**src/rtl/cv32e40x_pkg.sv**
```systemverilog
// Shared types for the data-side arbiter: OBI request/response payloads,
// requester IDs and arbiter FSM states.
package cv32e40x_pkg;

  typedef struct packed {
    logic [31:0] addr;
    logic        we;
    logic [3:0]  be;
    logic [31:0] wdata;
  } data_req_t;

  typedef struct packed {
    logic [31:0] rdata;
    logic        err;
  } data_resp_t;

  typedef enum logic {ARB_M0 = 1'b0, ARB_M1 = 1'b1} data_arb_id_e;

  typedef enum logic {ARB_IDLE = 1'b0, ARB_LOCKED = 1'b1} data_arb_state_e;

  function automatic logic [1:0] arb_onehot(input data_arb_id_e id);
    logic [1:0] oh;
    case (id)
      ARB_M0:  oh = 2'b01;
      ARB_M1:  oh = 2'b10;
      default: oh = 2'b00;
    endcase
    return oh;
  endfunction

  function automatic data_arb_id_e arb_other(input data_arb_id_e id);
    data_arb_id_e o;
    case (id)
      ARB_M0:  o = ARB_M1;
      ARB_M1:  o = ARB_M0;
      default: o = ARB_M0;
    endcase
    return o;
  endfunction

endpackage

```
**src/rtl/cv32e40x_data_arb_id_fifo.sv**
```systemverilog
// In-order FIFO of requester IDs, one entry per accepted-but-unanswered
// bus transaction. Pointers wrap modulo DEPTH.
module cv32e40x_data_arb_id_fifo
  import cv32e40x_pkg::*;
#(
  parameter int unsigned DEPTH = 2
) (
  input  logic         clk,
  input  logic         rst,
  input  logic         push,
  input  logic         pop,
  input  data_arb_id_e push_id,
  output data_arb_id_e head_id,
  output logic         empty,
  output logic         full
);

  localparam int unsigned PTR_W = (DEPTH > 1) ? $clog2(DEPTH) : 1;
  localparam int unsigned CNT_W = $clog2(DEPTH + 1);

  logic [DEPTH-1:0] mem_q, mem_d;
  logic [PTR_W-1:0] wptr_q, wptr_d;
  logic [PTR_W-1:0] rptr_q, rptr_d;
  logic [CNT_W-1:0] cnt_q, cnt_d;

  function automatic logic [PTR_W-1:0] ptr_inc(input logic [PTR_W-1:0] p);
    logic [PTR_W-1:0] n;
    if (p == PTR_W'(DEPTH - 1)) begin
      n = {PTR_W{1'b0}};
    end else begin
      n = p + PTR_W'(1);
    end
    return n;
  endfunction

  assign head_id = data_arb_id_e'(mem_q[rptr_q]);
  assign empty   = (cnt_q == {CNT_W{1'b0}});
  assign full    = (cnt_q == CNT_W'(DEPTH));

  // Next-state for storage, pointers and occupancy count
  always_comb begin
    mem_d  = mem_q;
    wptr_d = wptr_q;
    rptr_d = rptr_q;
    cnt_d  = cnt_q;
    if (push) begin
      mem_d[wptr_q] = push_id;
      wptr_d        = ptr_inc(wptr_q);
    end else begin
      wptr_d = wptr_q;
    end
    if (pop) begin
      rptr_d = ptr_inc(rptr_q);
    end else begin
      rptr_d = rptr_q;
    end
    case ({push, pop})
      2'b10:   cnt_d = cnt_q + CNT_W'(1);
      2'b01:   cnt_d = cnt_q - CNT_W'(1);
      default: cnt_d = cnt_q;
    endcase
  end

  always_ff @(posedge clk) begin
    if (rst) begin
      mem_q  <= {DEPTH{1'b0}};
      wptr_q <= {PTR_W{1'b0}};
      rptr_q <= {PTR_W{1'b0}};
      cnt_q  <= {CNT_W{1'b0}};
    end else begin
      mem_q  <= mem_d;
      wptr_q <= wptr_d;
      rptr_q <= rptr_d;
      cnt_q  <= cnt_d;
    end
  end

endmodule

```
**src/rtl/cv32e40x_data_arbiter.sv**
```systemverilog
// Two-requester OBI data-port arbiter with in-order response routing.
// Define DATA_ARB_RR_EN for round-robin; otherwise m0 has fixed priority.
module cv32e40x_data_arbiter
  import cv32e40x_pkg::*;
#(
  parameter int unsigned MAX_OUTSTANDING = 2
) (
  input  logic                  clk,
  input  logic                  rst,
  input  logic [1:0]            m_req_i,
  input  data_req_t [1:0]       m_req_data_i,
  output logic [1:0]            m_gnt_o,
  output logic [1:0]            m_rvalid_o,
  output data_resp_t            m_resp_o,
  output logic                  bus_req_o,
  output data_req_t             bus_req_data_o,
  input  logic                  bus_gnt_i,
  input  logic                  bus_rvalid_i,
  input  data_resp_t            bus_resp_i,
  output logic                  spurious_o
);

  data_arb_state_e state_q, state_d;
  data_arb_id_e    locked_id_q, locked_id_d;
  data_arb_id_e    winner, sel_id, head_id;
  logic            spurious_q, spurious_d;
  logic            bus_req, grant, pop;
  logic            fifo_empty, fifo_full;
`ifdef DATA_ARB_RR_EN
  data_arb_id_e    rr_q, rr_d;
`endif

  cv32e40x_data_arb_id_fifo #(
    .DEPTH (MAX_OUTSTANDING)
  ) u_id_fifo (
    .clk     (clk),
    .rst     (rst),
    .push    (grant),
    .pop     (pop),
    .push_id (sel_id),
    .head_id (head_id),
    .empty   (fifo_empty),
    .full    (fifo_full)
  );

  // Winner selection when arbitrating fresh requests in IDLE
  always_comb begin
`ifdef DATA_ARB_RR_EN
    if (m_req_i == 2'b11) begin
      winner = rr_q;
    end else if (m_req_i[0]) begin
      winner = ARB_M0;
    end else begin
      winner = ARB_M1;
    end
`else
    if (m_req_i[0]) begin
      winner = ARB_M0;
    end else begin
      winner = ARB_M1;
    end
`endif
  end

  // Arbitration FSM next state; a stalled winner stays locked until granted
  always_comb begin
    state_d     = state_q;
    locked_id_d = locked_id_q;
    sel_id      = ARB_M0;
    bus_req     = 1'b0;
    grant       = 1'b0;
    if (rst) begin
      state_d = ARB_IDLE;
    end else begin
      case (state_q)
        ARB_IDLE: begin
          if ((m_req_i != 2'b00) && !fifo_full) begin
            sel_id  = winner;
            bus_req = 1'b1;
            if (bus_gnt_i) begin
              grant = 1'b1;
            end else begin
              state_d     = ARB_LOCKED;
              locked_id_d = winner;
            end
          end else begin
            state_d = ARB_IDLE;
          end
        end
        ARB_LOCKED: begin
          sel_id  = locked_id_q;
          bus_req = 1'b1;
          if (bus_gnt_i) begin
            grant   = 1'b1;
            state_d = ARB_IDLE;
          end else begin
            state_d = ARB_LOCKED;
          end
        end
        default: state_d = ARB_IDLE;
      endcase
    end
  end

  // Response routing: pop only a non-empty FIFO so a same-cycle push is invisible
  always_comb begin
    pop        = !rst && bus_rvalid_i && !fifo_empty;
    spurious_d = !rst && bus_rvalid_i && fifo_empty;
    if (pop) begin
      m_rvalid_o = arb_onehot(head_id);
    end else begin
      m_rvalid_o = 2'b00;
    end
  end

`ifdef DATA_ARB_RR_EN
  // Round-robin pointer moves only on a grant
  always_comb begin
    if (grant) begin
      rr_d = arb_other(sel_id);
    end else begin
      rr_d = rr_q;
    end
  end
`endif

  assign bus_req_o      = bus_req;
  assign bus_req_data_o = bus_req ? m_req_data_i[sel_id] : {$bits(data_req_t){1'b0}};
  assign m_gnt_o        = grant ? arb_onehot(sel_id) : 2'b00;
  assign m_resp_o       = bus_resp_i;
  assign spurious_o     = spurious_q;

  always_ff @(posedge clk) begin
    if (rst) begin
      state_q     <= ARB_IDLE;
      locked_id_q <= ARB_M0;
      spurious_q  <= 1'b0;
`ifdef DATA_ARB_RR_EN
      rr_q        <= ARB_M0;
`endif
    end else begin
      state_q     <= state_d;
      locked_id_q <= locked_id_d;
      spurious_q  <= spurious_d;
`ifdef DATA_ARB_RR_EN
      rr_q        <= rr_d;
`endif
    end
  end

endmodule

```
**config.mk**
```make
export PLATFORM = sky130hd
export DESIGN_NAME = cv32e40x_data_arbiter
export DESIGN_NICKNAME = d
export VERILOG_FILES = /design/src/rtl/cv32e40x_pkg.sv /design/src/rtl/cv32e40x_data_arb_id_fifo.sv /design/src/rtl/cv32e40x_data_arbiter.sv
export SDC_FILE = /design/constraint.sdc
export NUM_CORES = 1
export LEC_CHECK = 0
export BUFFER_PORTS_ARGS = -buffer_cell sky130_fd_sc_hd__buf_2
export CAP_MARGIN = 20
export CORE_AREA = 2 2 111 113
export CTS_BUF_LIST = sky130_fd_sc_hd__clkbuf_16
export DETAILED_ROUTE_END_ITERATION = 8
export DIE_AREA = 0 0 113 115
export PLACE_DENSITY = 0.61
export SLEW_MARGIN = 20
export SYNTH_ARGS = -nofsm -noshare
export SYNTH_HDL_FRONTEND = slang
export SYNTH_SLANG_ARGS = --single-unit
```
**constraint.sdc**
```tcl
create_clock -name clk -period 1.9 [get_ports clk]
set_input_delay 0.19 -clock clk [delete_from_list [all_inputs] [get_ports clk]]
set_output_delay 0.19 -clock clk [all_outputs]
set_load 0.01 [all_outputs]
```
==> impl_results.md <==
- Clk slew on worst S/H paths: 0.04 ns
- Dpl hpwl: around 6.1 mm
- Failing checks: design-rule violations, negative setup slack
- Synth Area in Compound Gates: between 30% and 40%
- Largest net degree at the start of global routing: 39
- Synth Area in XOR/XNOR: 1.29%
- R2R cell count: 9
- Average size of a mapped cell: 6.46 um2
- Gr usage total: 9.76%
- Synth unique cells: 26
- Tmin final: 1.91 ns
- Synth Area in Simple Gates: 31.0%
- Crit Path Class: register to output pin
- CTS H-tree depth: 1
- Top cells by area, synth: a21oi_2, nand2_1, buf_4
- Worst clock skew: 0.00363 ns
- Vias in the first global route: roughly 2300
- Pre-CTS WS: between 0.1 and 0.15 ns
- EDFF count, synth: 0
- First-pass GRT wire length: 10.6 mm
- Initial Util: between 10% and 20%
- Area share of fa/ha/maj cells after synthesis: 0.615%
- Period utilization: 101%
- Die area: 13000 um2
- Status: complete, but fails checks
- Synth warn: 0
- Ys async rst share: 0%
- DR vias: roughly 2600
- Clock Sinks: 9
- Sequential area share after synthesis: just under 9%
- Power Density: 456 nW/um2
- Clock buffers created by TritonCTS: 3
- Post-synthesis net count: 493
- Die extent in y: 115 um
- Ant diodes: 0
- Top post-synthesis cells by count: nand2_1, a21oi_2, buf_4
- Starting DRT DRC Count: approximately 110
- Layout Utilization: 26.2%
- RSZ-0062 raised after global routing: true
- Relative slew slack: 72.7%
- # DRC: 20
- Num rows: 40
- Routed len/inst: 11.6 um
- Largest fanout on the critical path: 38
- DIE WIDTH: 113 um
- Clock root cell: clkbuf_16
- Max-slew violations: 0
- Antenna violations before repair: 1
- Grt ovf: 0
- Number of I/O port buffers: 218
- Post-Route WL: 7.38 mm
- Syn-to-layout area delta: 52.3%
- Worst EP arrival: 1.72 ns
- Reg2Reg Setup Slack: 0.06 ns
- Gpl congestion: 0.732
- Buffer depth of the longest clock path: 2
- Hold depth: 2
- Syn Inst Count: 315
- Hold Crit Class: primary input to register
- Setup bufs post-CTS: 0
- Worst-Skew Late Latency: 0.24 ns
- Core area: between 10000 and 15000 um2
- Final WS setup: -0.0135 ns
- Post-synthesis mux area share: a little over 2%
- Top FF cell, synth: dfxtp_1
- Cell taking the most area after synthesis: a21oi_2
- Max Cap Viol: 0
- CTS tree: built
- Final Setup Violations: 6
- Layout Nets: 669
- Post-synth top area share: 29.7%
- First-pass DRT Iterations: 7
- Most common cell in the netlist: nand2_1
- Required time at the endpoint of the critical path: 1.71 ns
- DRT antenna net count: 0
- Worst Setup End Kind: output pin
- Layout cells sized above 1: 63.1%
- Hold Violations, Final: 0
- Largest family of logic cells by synthesized area: compound AO/OA/AOI/OAI gates
- Vias per inst: 4.12
- Slew @ Worst Pin: 0.406 ns
- Fmax: 523 MHz
- Top Ports: 285
- Synth Register Bits: 9
- CP Launch Type: register
- Mapped Area: 2030 um2
- Leakage: 1.64 nW
- Max VDD drop: 0.171 mV
- CTS Hold Bufs: 0
-- worst max-delay path: stages (launching register included) --
cell and delay, ns:
dfxtp_1 0.31, nor2b_1 0.14, o21ba_2 0.23, or2_4 0.28
buf_12 0.19, nor3_1 0.17, buf_2 0.15
-- placed cells by master (no fill, tap or decap) --
master,count
or3_1,3
dfxtp_1,8
ha_4,1
o21ai_0,3
mux2_2,1
nand2b_1,3
xor2_1,2
inv_6,1
buf_2,218
o21bai_1,1
a21oi_1,3
buf_4,4
nor2b_1,2
mux2i_4,1
dfxtp_2,1
nand2_2,1
o21ba_2,1
nor2_1,5
a211oi_1,1
or2_4,1
inv_1,4
buf_12,5
buf_8,1
nand2_1,139
xnor2_1,1
nor3_1,3
mux2i_1,2
clkbuf_16,3
nor2_2,1
a21oi_2,69
nor4_1,1
-- timing repair --
item,CTS,global route
cloned,0,0
setup endpoints to repair,71,45
gates resized for setup,5,0
-- through the flow --
stage                     TNS, ns  hold slack (ns)  area [um2]  instances  total power [W]
final                     -0.0364            0.196        3100        637          0.00141
after global routing        -1.13            0.207        3100        637          0.00151
after CTS                 -0.0595            0.200        3100        637          0.00143
after detailed placement        0            0.380        3000        633          0.00104
after global placement          0            0.380        3000        633          0.00104
after floorplan                 0            0.257        2060        315         0.000808
-- registers in the layout (all words and copies together) (netlist names) --
name / flops
u_id_fifo.wptr_q: 1
spurious_o: 1
locked_id_q: 1
u_id_fifo.rptr_q: 1
u_id_fifo.mem_q: 2
u_id_fifo.cnt_q: 2
state_q: 1
-- path summary, 6_finish.rpt --
path | startpoint | endpoint
setup / recovery | u_id_fifo.cnt_q[1] | m_gnt_o[1]
hold / removal | m_req_i[0] | locked_id_q
setup reg to reg | u_id_fifo.cnt_q[1] | u_id_fifo.cnt_q[1]
hold reg to reg | u_id_fifo.mem_q[0] | u_id_fifo.mem_q[0]
-- area by class of cell --
cell class | instances | area [um2]
flip-flops and latches | 9 | 181
multi-input cells | 245 | 1400
repair buffers | 228 | 1240
clock buffers | 3 | 75.1
clock inverters | 1 | 3.75
fillers | 1319 | 8710
well taps | 147 | 184
inverters | 4 | 20.0
-- cells by family (layout without fill, tap and decap cells) --
group	Yosys count	after routing
compound gates	78	78
xor+xnor	3	3
fa+ha+maj	1	1
buf+inv	61	236
flops	9	9
mux	4	4
simple gates	159	159
-- metal layers --
layer  up-vias  wire length (um)  GRT usage, %
met5         -                13             0
met3         6               848          2.27
met4         2                30          1.71
li1       1329                 -             -
met2       168              3660          19.0
met1      1121              2830          10.9
-- report_power, final --
part | switching, W | internal (W) | leakage (nW)
Combinational | 0.000455 | 0.000371 | 1.53
Sequential | 0.0000104 | 0.000207 | 0.0743
Clock | 0.0000928 | 0.000275 | 0.0423
Power figures use the tool's default switching activity.
